$ cat src/rtl/noc_mem_requester_pkg.sv
// Shared NoC message definitions for the DRAM requester: header flit layout, message types,
// and the requester FSM state encoding.
package noc_mem_requester_pkg;

  localparam int unsigned NOC_DATA_WIDTH      = 256;
  localparam int unsigned NOC_DATA_BYTES      = NOC_DATA_WIDTH / 8;
  localparam int unsigned NOC_DATA_BYTES_W    = $clog2(NOC_DATA_BYTES);
  localparam int unsigned MSG_ADDR_WIDTH      = 64;
  localparam int unsigned MSG_DATA_SIZE_WIDTH = 16;
  localparam int unsigned MSG_LENGTH_WIDTH    = 8;
  localparam int unsigned MSG_TYPE_WIDTH      = 8;
  localparam int unsigned MSG_CHIP_ID_WIDTH   = 14;
  localparam int unsigned MSG_COORD_WIDTH     = 8;
  localparam int unsigned MSG_FBITS_WIDTH     = 4;
  localparam int unsigned MSG_MSHRID_WIDTH    = 8;
  localparam int unsigned MSG_RSVD_WIDTH      = 84;

  localparam logic [MSG_TYPE_WIDTH-1:0] MSG_TYPE_LOAD_MEM      = 8'd19;
  localparam logic [MSG_TYPE_WIDTH-1:0] MSG_TYPE_STORE_MEM     = 8'd20;
  localparam logic [MSG_TYPE_WIDTH-1:0] MSG_TYPE_LOAD_MEM_ACK  = 8'd24;
  localparam logic [MSG_TYPE_WIDTH-1:0] MSG_TYPE_STORE_MEM_ACK = 8'd25;

  // Field order is MSB first on the wire; total is exactly one NoC flit.
  typedef struct packed {
    logic [MSG_CHIP_ID_WIDTH-1:0]   dst_chip_id;
    logic [MSG_COORD_WIDTH-1:0]     dst_x_coord;
    logic [MSG_COORD_WIDTH-1:0]     dst_y_coord;
    logic [MSG_FBITS_WIDTH-1:0]     dst_fbits;
    logic [MSG_LENGTH_WIDTH-1:0]    msg_len;
    logic [MSG_TYPE_WIDTH-1:0]      msg_type;
    logic [MSG_MSHRID_WIDTH-1:0]    msg_mshrid;
    logic [MSG_ADDR_WIDTH-1:0]      addr;
    logic [MSG_DATA_SIZE_WIDTH-1:0] data_size;
    logic [MSG_CHIP_ID_WIDTH-1:0]   src_chip_id;
    logic [MSG_COORD_WIDTH-1:0]     src_x_coord;
    logic [MSG_COORD_WIDTH-1:0]     src_y_coord;
    logic [MSG_FBITS_WIDTH-1:0]     src_fbits;
    logic [MSG_RSVD_WIDTH-1:0]      rsvd;
  } noc_hdr_flit;

  typedef enum logic [2:0] {
    IDLE,
    REQ_HDR,
    ST_DATA,
    RESP_HDR,
    RD_DATA
  } state_e;

  // Number of flits needed to carry size bytes (rounded up).
  function automatic logic [MSG_LENGTH_WIDTH-1:0] calc_flit_cnt(
    input logic [MSG_DATA_SIZE_WIDTH-1:0] size
  );
    logic [MSG_DATA_SIZE_WIDTH-1:0] q;
    q = size >> NOC_DATA_BYTES_W;
    if (size[NOC_DATA_BYTES_W-1:0] != '0) begin
      q = q + MSG_DATA_SIZE_WIDTH'(1);
    end
    return q[MSG_LENGTH_WIDTH-1:0];
  endfunction

endpackage

$ cat src/rtl/noc_mem_req_hdr_gen.sv
// Combinational request-header builder: turns the registered command plus tile/controller
// coordinates into a LOAD_MEM or STORE_MEM header flit.
module noc_mem_req_hdr_gen
  import noc_mem_requester_pkg::*;
#(
  parameter logic [MSG_COORD_WIDTH-1:0] SRC_X     = '0,
  parameter logic [MSG_COORD_WIDTH-1:0] SRC_Y     = '0,
  parameter logic [MSG_COORD_WIDTH-1:0] DST_X     = '0,
  parameter logic [MSG_COORD_WIDTH-1:0] DST_Y     = '0,
  parameter logic [MSG_FBITS_WIDTH-1:0] SRC_FBITS = '0
) (
  input  logic                           write_i,
  input  logic [MSG_ADDR_WIDTH-1:0]      addr_i,
  input  logic [MSG_DATA_SIZE_WIDTH-1:0] size_i,
  output logic [NOC_DATA_WIDTH-1:0]      hdr_o,
  output logic [MSG_LENGTH_WIDTH-1:0]    flit_cnt_o
);

  noc_hdr_flit hdr;

  always_comb begin
    flit_cnt_o      = calc_flit_cnt(size_i);
    hdr             = '0;
    hdr.dst_x_coord = DST_X;
    hdr.dst_y_coord = DST_Y;
    hdr.src_x_coord = SRC_X;
    hdr.src_y_coord = SRC_Y;
    hdr.src_fbits   = SRC_FBITS;
    hdr.addr        = addr_i;
    hdr.data_size   = size_i;
    if (write_i) begin
      hdr.msg_type = MSG_TYPE_STORE_MEM;
      hdr.msg_len  = flit_cnt_o;
    end else begin
      hdr.msg_type = MSG_TYPE_LOAD_MEM;
      hdr.msg_len  = '0;
    end
    hdr_o = hdr;
  end

endmodule

$ cat src/rtl/noc_mem_requester.sv
// NoC initiator for the DRAM controller: issues one LOAD_MEM/STORE_MEM at a time on noc0 and
// returns load data or a store completion to the local engine.
module noc_mem_requester
  import noc_mem_requester_pkg::*;
#(
  parameter logic [MSG_COORD_WIDTH-1:0] SRC_X     = '0,
  parameter logic [MSG_COORD_WIDTH-1:0] SRC_Y     = '0,
  parameter logic [MSG_COORD_WIDTH-1:0] DST_X     = '0,
  parameter logic [MSG_COORD_WIDTH-1:0] DST_Y     = '0,
  parameter logic [MSG_FBITS_WIDTH-1:0] SRC_FBITS = '0
) (
  input  logic                           clk,
  input  logic                           rst_n,
  input  logic                           req_val,
  input  logic                           req_write,
  input  logic [MSG_ADDR_WIDTH-1:0]      req_addr,
  input  logic [MSG_DATA_SIZE_WIDTH-1:0] req_size,
  output logic                           req_rdy,
  input  logic                           wr_data_val,
  input  logic [NOC_DATA_WIDTH-1:0]      wr_data,
  output logic                           wr_data_rdy,
  output logic                           rd_data_val,
  output logic [NOC_DATA_WIDTH-1:0]      rd_data,
  output logic                           rd_data_last,
  input  logic                           rd_data_rdy,
  output logic                           wr_done,
  output logic                           resp_err,
  output logic                           requester_noc0_vrtoc_val,
  output logic [NOC_DATA_WIDTH-1:0]      requester_noc0_vrtoc_data,
  input  logic                           noc0_vrtoc_requester_rdy,
  input  logic                           noc0_ctovr_requester_val,
  input  logic [NOC_DATA_WIDTH-1:0]      noc0_ctovr_requester_data,
  output logic                           requester_noc0_ctovr_rdy
);

  state_e                         state_q, state_d;
  logic                           write_q, write_d;
  logic [MSG_ADDR_WIDTH-1:0]      addr_q, addr_d;
  logic [MSG_DATA_SIZE_WIDTH-1:0] size_q, size_d;
  logic [MSG_LENGTH_WIDTH-1:0]    cnt_q, cnt_d;
  logic [MSG_LENGTH_WIDTH-1:0]    rd_len_q, rd_len_d;
  logic                           wr_done_q, wr_done_d;
  logic                           resp_err_q, resp_err_d;
  // Keeps req_rdy low while reset is asserted even though IDLE is the reset state.
  logic                           alive_q;

  logic [NOC_DATA_WIDTH-1:0]      hdr;
  logic [MSG_LENGTH_WIDTH-1:0]    flit_cnt;
  noc_hdr_flit                    resp_hdr;
  logic                           rd_last;

  noc_mem_req_hdr_gen #(
    .SRC_X     (SRC_X),
    .SRC_Y     (SRC_Y),
    .DST_X     (DST_X),
    .DST_Y     (DST_Y),
    .SRC_FBITS (SRC_FBITS)
  ) u_hdr_gen (
    .write_i    (write_q),
    .addr_i     (addr_q),
    .size_i     (size_q),
    .hdr_o      (hdr),
    .flit_cnt_o (flit_cnt)
  );

  assign resp_hdr = noc_hdr_flit'(noc0_ctovr_requester_data);
  assign rd_last  = (cnt_q == rd_len_q - MSG_LENGTH_WIDTH'(1));
  assign wr_done  = wr_done_q;
  assign resp_err = resp_err_q;

  always_comb begin
    state_d                   = state_q;
    write_d                   = write_q;
    addr_d                    = addr_q;
    size_d                    = size_q;
    cnt_d                     = cnt_q;
    rd_len_d                  = rd_len_q;
    wr_done_d                 = 1'b0;
    resp_err_d                = resp_err_q;
    req_rdy                   = 1'b0;
    wr_data_rdy               = 1'b0;
    rd_data_val               = 1'b0;
    rd_data                   = '0;
    rd_data_last              = 1'b0;
    requester_noc0_vrtoc_val  = 1'b0;
    requester_noc0_vrtoc_data = '0;
    requester_noc0_ctovr_rdy  = 1'b0;

    unique case (state_q)
      IDLE: begin
        req_rdy = alive_q;
        if (req_val && alive_q) begin
          write_d = req_write;
          addr_d  = req_addr;
          size_d  = req_size;
          if (req_size == '0) begin
            wr_done_d = req_write;
          end else begin
            state_d = REQ_HDR;
          end
        end
      end

      REQ_HDR: begin
        requester_noc0_vrtoc_val  = 1'b1;
        requester_noc0_vrtoc_data = hdr;
        if (noc0_vrtoc_requester_rdy) begin
          if (write_q) begin
            state_d = ST_DATA;
            cnt_d   = '0;
          end else begin
            state_d = RESP_HDR;
          end
        end
      end

      ST_DATA: begin
        requester_noc0_vrtoc_val  = wr_data_val;
        requester_noc0_vrtoc_data = wr_data;
        wr_data_rdy               = noc0_vrtoc_requester_rdy;
        if (wr_data_val && noc0_vrtoc_requester_rdy) begin
          cnt_d = cnt_q + MSG_LENGTH_WIDTH'(1);
          if (cnt_q == flit_cnt - MSG_LENGTH_WIDTH'(1)) begin
            state_d = RESP_HDR;
          end
        end
      end

      RESP_HDR: begin
        requester_noc0_ctovr_rdy = 1'b1;
        if (noc0_ctovr_requester_val) begin
          if (write_q && resp_hdr.msg_type == MSG_TYPE_STORE_MEM_ACK) begin
            wr_done_d = 1'b1;
            state_d   = IDLE;
          end else if (!write_q && resp_hdr.msg_type == MSG_TYPE_LOAD_MEM_ACK) begin
            rd_len_d = resp_hdr.msg_len;
            cnt_d    = '0;
            state_d  = (resp_hdr.msg_len == '0) ? IDLE : RD_DATA;
          end else begin
            resp_err_d = 1'b1;
          end
        end
      end

      RD_DATA: begin
        rd_data_val              = noc0_ctovr_requester_val;
        rd_data                  = noc0_ctovr_requester_data;
        rd_data_last             = rd_last;
        requester_noc0_ctovr_rdy = rd_data_rdy;
        if (noc0_ctovr_requester_val && rd_data_rdy) begin
          cnt_d = cnt_q + MSG_LENGTH_WIDTH'(1);
          if (rd_last) begin
            state_d = IDLE;
          end
        end
      end

      default: state_d = IDLE;
    endcase
  end

  always_ff @(posedge clk or negedge rst_n) begin
    if (!rst_n) begin
      state_q    <= IDLE;
      write_q    <= 1'b0;
      addr_q     <= '0;
      size_q     <= '0;
      cnt_q      <= '0;
      rd_len_q   <= '0;
      wr_done_q  <= 1'b0;
      resp_err_q <= 1'b0;
      alive_q    <= 1'b0;
    end else begin
      state_q    <= state_d;
      write_q    <= write_d;
      addr_q     <= addr_d;
      size_q     <= size_d;
      cnt_q      <= cnt_d;
      rd_len_q   <= rd_len_d;
      wr_done_q  <= wr_done_d;
      resp_err_q <= resp_err_d;
      alive_q    <= 1'b1;
    end
  end

endmodule

$ cat config.mk
export PLATFORM = sky130hd
export DESIGN_NAME = noc_mem_requester
export DESIGN_NICKNAME = d
export VERILOG_FILES = /design/src/rtl/noc_mem_requester_pkg.sv /design/src/rtl/noc_mem_req_hdr_gen.sv /design/src/rtl/noc_mem_requester.sv
export SDC_FILE = /design/constraint.sdc
export NUM_CORES = 1
export LEC_CHECK = 0
export CAP_MARGIN = 30
export CORE_AREA = 2 2 435 437
export DETAILED_ROUTE_END_ITERATION = 6
export DIE_AREA = 0 0 437 439
export GPL_ROUTABILITY_DRIVEN = 0
export GPL_TIMING_DRIVEN = 0
export MAX_ROUTING_LAYER = met4
export PLACE_DENSITY = 0.3
export RECOVER_POWER = 100
export SLEW_MARGIN = 5
export SYNTH_ARGS = -nofsm -noshare
export SYNTH_HDL_FRONTEND = slang
export SYNTH_SLANG_ARGS = --single-unit
$ cat constraint.sdc
create_clock -name clk -period 3.4 [get_ports clk]
set_clock_uncertainty 0.05 [all_clocks]
set_input_delay 0.68 -clock clk [delete_from_list [all_inputs] [get_ports clk]]
set_output_delay 0.68 -clock clk [all_outputs]
set_load 0.01 [all_outputs]
==> run_results.csv, run 1 <==
group,metric,value,unit
yosys,synth-seq-cells,103,
floorplanning,die_w,437,um
power_and_ir_drop,power.leakage,10.2,nW
drt,dr.pass1.iters,5,
clock_network,cts_tree,"built",
power_and_ir_drop,seqPwrFrac,0.178,
clock_network,cts_hold_buf,0,
yosys,netlist_area,8730,um2
setup_path,cp-end-kind,"output port",
setup_path,start_kind,"flip-flop",
drt,antenna_left,0,
finish,area_growth,175,%
grt,grt_pass1_vias,13700,
floorplanning,die_area,192000,um2
hold_path,holdCritPathClass,"flip-flop to flip-flop",
clock_network,numCtsBuffers,9,
clock_network,htreeDepth,3,
clock_network,clock_sinks,103,
setup_path,worst_ep_arrival_time,2.63,ns
floorplanning,die_h,439,um
yosys,syn_avg_cell_area,7.37,um2
sta,max_freq,297,MHz
power_and_ir_drop,totalPowerFinal,12.7,mW
yosys,syn_nets,1788,
power_and_ir_drop,irDropWorstVdd,0.269,mV
setup_path,critical-path-max-stage-delay,0.55,ns
grt,overflow,0,
yosys,synth_cell_types,59,
power_and_ir_drop,sw_frac_of_total,0.486,
sta,slew_headroom,-0.811,
setup_path,crit_buf_inv,4,
power_and_ir_drop,p_per_area,528,nW/um2
setup_path,crit_chain,"clkbuf_4 -> nor2_2 -> and2_4 -> buf_12 -> clkbuf_8 -> a22o_4 -> clkdlybuf4s50_1",
drt,drt_wl_total,122,mm
power_and_ir_drop,clkPwrFrac,0.096,
setup_path,slowest_stage,"clkdlybuf4s50_1",
grt,grt_pass1_wl,151,mm
setup_path,required,2.67,ns
yosys,synth_top_area_cell,"dfrtp_1",
drt,viasPerCell,2.75,
yosys,synth_flop_cell,"dfrtp_1",
place,hpwl,111,mm
yosys,yosysWarnings,0,
yosys,netlist_instances,1184,
yosys,synth_top_cell_area_share,0.295,
status,violations,"max-capacitance violations, max-slew violations",
sta,fin_crit,3.36,ns
place,place_area,23300,um2
power_and_ir_drop,pwr-share-comb,0.726,
sta,rsz0062_at_grt,"false",
power_and_ir_drop,intPower,6.50,mW
drt,drtIter0Drc,621,
drt,drc,0,
flow_run,maxCapViolCount,1,
clock_network,cts_buffer_depth,2,
yosys,yosys-top-cells-area,"dfrtp_1 (30%), and2_1 (19%), and3_1 (12%)",
sta,holdWs,0.439,ns
power_and_ir_drop,switching_power,6.15,mW
floorplanning,io_pins,1120,
floorplanning,core,187000,um2
yosys,synthTopCellsByCount,"nand2_1 (277), and2_1 (260), and3_1 (170), dfrtp_1 (103), clkbuf_1 (97)",
clock_network,ctsRootBufferMaster,"clkbuf_16",
setup_path,worstPathMaxFanout,10,
finish,nNetsFinal,2929,
status,outcome,"complete, but fails checks",
yosys,yosysMostFrequentCell,"nand2_1",
yosys,synth_edf_count,0,
sta,setup_violations,0,
grt,grt_usage,0.125,
yosys,seq_area_frac_synth,0.295,
place,portBuffers,1119,
sta,finalHoldViolCount,0,
sta,worstMarginPinSlew,2.72,ns
grt,antenna_found_initial,56,
drt,num_vias,13300,
yosys,async_flop_share,1.00,
clock_network,clkLatencyLatePin,0.44,ns
drt,wl_per_cell,25.2,um
finish,layout-drive-gt1-share,0.0742,
sta,drv_slew,38,
floorplanning,initial_core_util,0.0467,
clock_network,path_clk_slew,0.09,ns
setup_path,critPathTopFamily,"buffers and inverters",
finish,stdcell_area,24000,um2
sta,timing.final.crit_share,0.989,
setup_path,critPathKind,"flip-flop to output port",
grt,grt_max_degree,67,
floorplanning,fp-row-count,159,
## tightest hold or removal path: cells and delay by family, from the launching register on
| family | cells | cell delay [ns] |
|---|---|---|
| flip-flops | 1 | 0.35 |
| AND/OR/NAND/NOR | 2 | 0.11 |
## metrics by stage
step | setup TNS, ns | worst slack (ns) | utilization | instances
2_1_floorplan | 0 | 0.897 | - | 1184
3_3_place_gp | -1030.68 | -3.82 | 0.123 | 4798
3_5_place_dp | -232.29 | -1.23 | 0.125 | 4812
4_1_cts | 0 | 0.00268 | 0.128 | 4825
5_1_grt | 0 | 0.000814 | 0.128 | 4837
6_report | 0 | 0.0385 | 0.128 | 4847
## sequential cells by signal (all words and copies together), names as in the netlist
register  flops
cnt_q         8
wr_done       1
state_q       3
size_q       16
rd_len_q      8
addr_q       64
write_q       1
resp_err      1
alive_q       1
## final cells by class
type,count,area [um2]
Sequential cell,103,2580
Inverter,6,22.5
Timing Repair Buffer,1136,11300
Clock buffer,9,225
Clock inverter,7,71.3
Fill cell,21600,163000
Buffer,105,753
Antenna cell,22,55.1
Tap cell,2495,3120
Multi-Input combinational cell,964,5800
## repair_timing
action | CTS | global route
gates resized for setup | 285 | 36
pin swaps | 1 | 0
hold endpoints to repair | 0 | 0
setup buffers | 4 | 0
endpoints found under the setup margin | 515 | 47
## cells by family (layout without fill, tap and decap cells)
logic type      count (synthesis)  count (layout)  share of synthesized area
compound gates                138             138                      0.124
xor+xnor                       30              30                     0.0325
fa+ha+maj                       4               4                    0.00573
buf+inv                       117            1263                     0.0526
flops                         103             103                      0.295
mux                            11              11                     0.0138
other cells                     1              23                   0.000430
simple gates                  780             780                      0.476
## cells in the final DEF (no fill, tap or decap), drive strengths merged, types with 4 or more instances in the layout
master / synthesis / layout
a21oi: 5 / 5
nand3: 8 / 8
a22o: 80 / 80
nor4: 7 / 7
buf: 14 / 35
or2: 5 / 5
o31ai: 5 / 5
nand4: 6 / 6
and2: 260 / 260
inv: 6 / 10
xor2: 7 / 7
nor2: 16 / 16
o21ai: 30 / 30
nor3: 10 / 10
dlymetal6s2s: 0 / 5
clkbuf: 97 / 111
and3: 170 / 170
ha: 4 / 4
nand2b: 5 / 5
clkdlybuf4s50: 0 / 869
dlygate4sd2: 0 / 65
dlygate4sd3: 0 / 159
xnor2: 22 / 22
diode: 0 / 22
dfrtp: 103 / 103
mux2: 8 / 8
nand2: 278 / 278
## power groups by stage
| stage | sequential, mW | clock, mW | combinational (mW) |
|---|---|---|---|
| floorplan | 1.96 | 0 | 3.62 |
| global placement | 2.24 | 0 | 9.29 |
| detailed placement | 2.22 | 0 | 9.41 |
| CTS | 2.26 | 1.30 | 9.68 |
| global route | 2.32 | 1.32 | 9.87 |
| finish | 2.26 | 1.21 | 9.18 |
## metal layers
metal  global-route usage  vias to the layer above  wire [um]  share of wire
met4               0.0258                        0       2240          0.018
met3               0.0270                      101       6240          0.051
li1                     -                     6275          -              -
met2                0.242                      633      68700           0.56
met5                    -                        -          0              0
met1                0.127                     6298      44800           0.37
## worst paths after layout
kind	startpoint	slack (ns)	depth (start not counted)	endpoint
worst max-delay path	state_q[1]$_DFFE_PN0P_	0.04	7	requester_noc0_vrtoc_data[140]
worst min-delay path	addr_q[21]$_DFFE_PN0P_	0.44	2	addr_q[21]$_DFFE_PN0P_
worst max register to register	state_q[1]$_DFFE_PN0P_	0.29	8	addr_q[41]$_DFFE_PN0P_
worst min register to register	addr_q[21]$_DFFE_PN0P_	0.44	2	addr_q[21]$_DFFE_PN0P_
max in group asynchronous	rst_n	0.52	1	state_q[2]$_DFFE_PN0P_
min in group asynchronous	rst_n	1.04	1	addr_q[5]$_DFFE_PN0P_
Note: power is estimated with default switching activity, not from simulation.
==> run 2: changes to the inputs <==
--- a/config.mk
+++ b/config.mk
@@ -14,6 +14,7 @@
 export MAX_ROUTING_LAYER = met4
 export PLACE_DENSITY = 0.3
 export RECOVER_POWER = 100
+export SETUP_SLACK_MARGIN = 0.2
 export SLEW_MARGIN = 5
 export SYNTH_ARGS = -nofsm -noshare
 export SYNTH_HDL_FRONTEND = slang
==> run 2 against run 1 <==
The flow still finishes with violations (max-capacitance violations, max-slew violations). First-iteration DRC count rose by 2.6%. Utilization rose by 0.050 points. Total power rose by 0.46%. Clock power barely moved. Flip-flop and latch count did not move. Global-route usage rose by 0.14 points. Count of clock-buffer cells in the layout did not move. Register-to-register slack barely moved. Sequential share of layout area fell by 0.052 points. Final cell count rose by 0.35%. Largest cell class unchanged.
==> run_results.csv, run 2 (same netlist as run 1, synthesis figures left out) <==
group,metric,value,unit
place,place_area,23300,um2
floorplanning,io_pins,1120,
finish,mostFrequentLayoutCells,"clkdlybuf4s50_1 (619), dlygate4sd2_1 (339), nand2_1 (277)",
status,outcome,"complete, but fails checks",
drt,dr.pass1.iters,7,
setup_path,worst_ep_arrival_time,2.54,ns
clock_network,ctsRootBufferMaster,"clkbuf_16",
grt,grt_pass1_vias,13800,
finish,top_register,"addr_q",
finish,nNetsFinal,2949,
clock_network,htreeDepth,3,
finish,n_fill_cell,21700,
setup_path,rr_worst_depth,8,
sta,finalHoldViolCount,0,
finish,largestRegisters,"addr_q x64, size_q x16",
clock_network,cts_tree,"built",
power_and_ir_drop,totalPowerFinal,12.7,mW
floorplanning,fp-row-count,159,
sta,rsz0062_at_grt,"true",
drt,drt_wl_total,123,mm
status,violations,"max-capacitance violations, max-slew violations",
sta,fin_crit,3.27,ns
grt,antenna_found_initial,52,
sta,slew_headroom,-0.807,
hold_path,holdCritPathClass,"flip-flop to flip-flop",
drt,antenna_left,0,
finish,final_common_cell,"clkdlybuf4s50_1",
floorplanning,core,187000,um2
drt,viasPerCell,2.74,
setup_path,reg2reg_to,"addr_q[16]$_DFFE_PN0P_",
drt,wl_per_cell,25.3,um
hold_path,hold_path_end,"addr_q[52]$_DFFE_PN0P_",
sta,max_freq,306,MHz
power_and_ir_drop,p_per_area,528,nW/um2
floorplanning,die_w,437,um
grt,grt_usage,0.126,
clock_network,clock_sinks,103,
power_and_ir_drop,irDropWorstVdd,0.291,mV
drt,drt-met1-wl,45.1,mm
finish,stdcell_area,24100,um2
grt,overflow,0,
sta,drv_slew,38,
floorplanning,initial_core_util,0.0467,
finish,area_growth,176,%
hold_path,worstHoldStart,"addr_q[52]$_DFFE_PN0P_",
setup_path,critPathKind,"flip-flop to output port",
finish,multi_input_area,5830,um2
setup_path,worstPathMaxFanout,10,
sta,setup_violations,0,
setup_path,start_kind,"flip-flop",
setup_path,required,2.67,ns
sta,timing.final.crit_share,0.962,
drt,wl_met3,6.34,mm
setup_path,cp-end-kind,"output port",
setup_path,r2r-start,"state_q[0]$_DFFE_PN0P_",
grt,grt_max_degree,67,
drt,drc,0,
drt,drtIter0Drc,637,
place,hpwl,111,mm
drt,met2_length,69.4,mm
setup_path,crit_start,"state_q[1]$_DFFE_PN0P_",
clock_network,path_clk_slew,0.09,ns
sta,worstMarginPinSlew,2.71,ns
hold_path,hold_depth,2,
clock_network,numCtsBuffers,9,
power_and_ir_drop,power.leakage,11.3,nW
place,portBuffers,1119,
finish,largest_reg_flops,64,
flow_run,maxCapViolCount,1,
grt,grt_pass1_wl,153,mm
drt,num_vias,13300,
floorplanning,die_area,192000,um2
finish,layout-drive-gt1-share,0.0821,
floorplanning,die_h,439,um
drt,routed.top_layer,"met4",
finish,regArea,2580,um2
clock_network,clkLatencyLatePin,0.44,ns
clock_network,cts_buffer_depth,2,
setup_path,reg2reg_setup_slack,0.28,ns
## run 2: cell count changes in the layout (fill, tap and decap cells not counted), sizes merged
| cell | previous run | this run |
|---|---|---|
| clkdlybuf4s25 | 1 | 34 |
| dlymetal6s2s | 5 | 7 |
| clkbuf | 111 | 144 |
| dlygate4sd3 | 159 | 67 |
| dlygate4sd2 | 65 | 339 |
| clkdlybuf4s18 | 2 | 0 |
| clkdlybuf4s15 | 3 | 14 |
| buf | 35 | 46 |
| clkdlybuf4s50 | 869 | 619 |
| diode | 22 | 19 |
## run 2: what timing repair did
item | CTS | global route
endpoints found under the setup margin | 518 | 128
gates cloned | 3 | 0
gates resized for setup | 793 | 60
pin swaps | 3 | 2
setup buffers | 15 | 0
hold buffers | 0 | 0
## run 2: layout make-up
| class | count | share of cell area |
|---|---|---|
| Clock buffer | 9 | 0.00936 |
| Antenna cell | 19 | 0.00198 |
| Inverter | 6 | 0.000936 |
| Buffer | 110 | 0.0476 |
| Multi-Input combinational cell | 964 | 0.242 |
| Timing Repair Buffer | 1151 | 0.458 |
| Clock inverter | 7 | 0.00296 |
| Tap cell | 2495 | 0.130 |
| Sequential cell | 103 | 0.107 |
## run 2: metrics by stage
| stage | TNS, ns | setup slack, ns | utilization | hold WS (ns) | std cells |
|---|---|---|---|---|---|
| global route | 0 | 0.0787 | 0.129 | 0.458 | 4857 |
| finish | 0 | 0.131 | 0.129 | 0.438 | 4864 |
| CTS | 0 | 0.158 | 0.130 | 0.0715 | 4846 |
| floorplan | 0 | 0.897 | - | 0.334 | 1184 |
| detailed placement | -232.29 | -1.23 | 0.125 | 0.419 | 4812 |
| global placement | -1030.68 | -3.82 | 0.123 | 0.417 | 4798 |
## run 2: worst max-delay path: stages, from the launching register on
cell	delay, ns
dfrtp_1	0.47
nor3b_4	0.24
clkbuf_1	0.22
buf_16	0.18
clkbuf_16	0.17
clkbuf_8	0.16
and2_0	0.31
dlygate4sd2_1	0.32
## run 2: metal layers
layer,global-route usage,vias to the layer above
li1,-,6311
met1,0.128,6294
met2,0.245,644
met3,0.0270,99
met4,0.0267,0
met5,-,-
## run 2: worst max path at each step
stage / endpoint / slack, ns / cells past startpoint
2_1_floorplan: requester_noc0_vrtoc_data[140] / 0.90 / 7
3_3_place_gp: addr_q[60]$_DFFE_PN0P_ / -3.82 / 1
3_5_place_dp: rd_data[254] / -1.23 / 6
4_1_cts: requester_noc0_vrtoc_data[195] / 0.16 / 10
5_1_grt: requester_noc0_vrtoc_data[92] / 0.08 / 6
6_report: rd_data[200] / 0.13 / 7
## run 2: where the power goes
part,internal [mW],switching [mW]
Sequential,1.71,0.502
Clock,0.520,0.696
Combinational,4.22,5.06
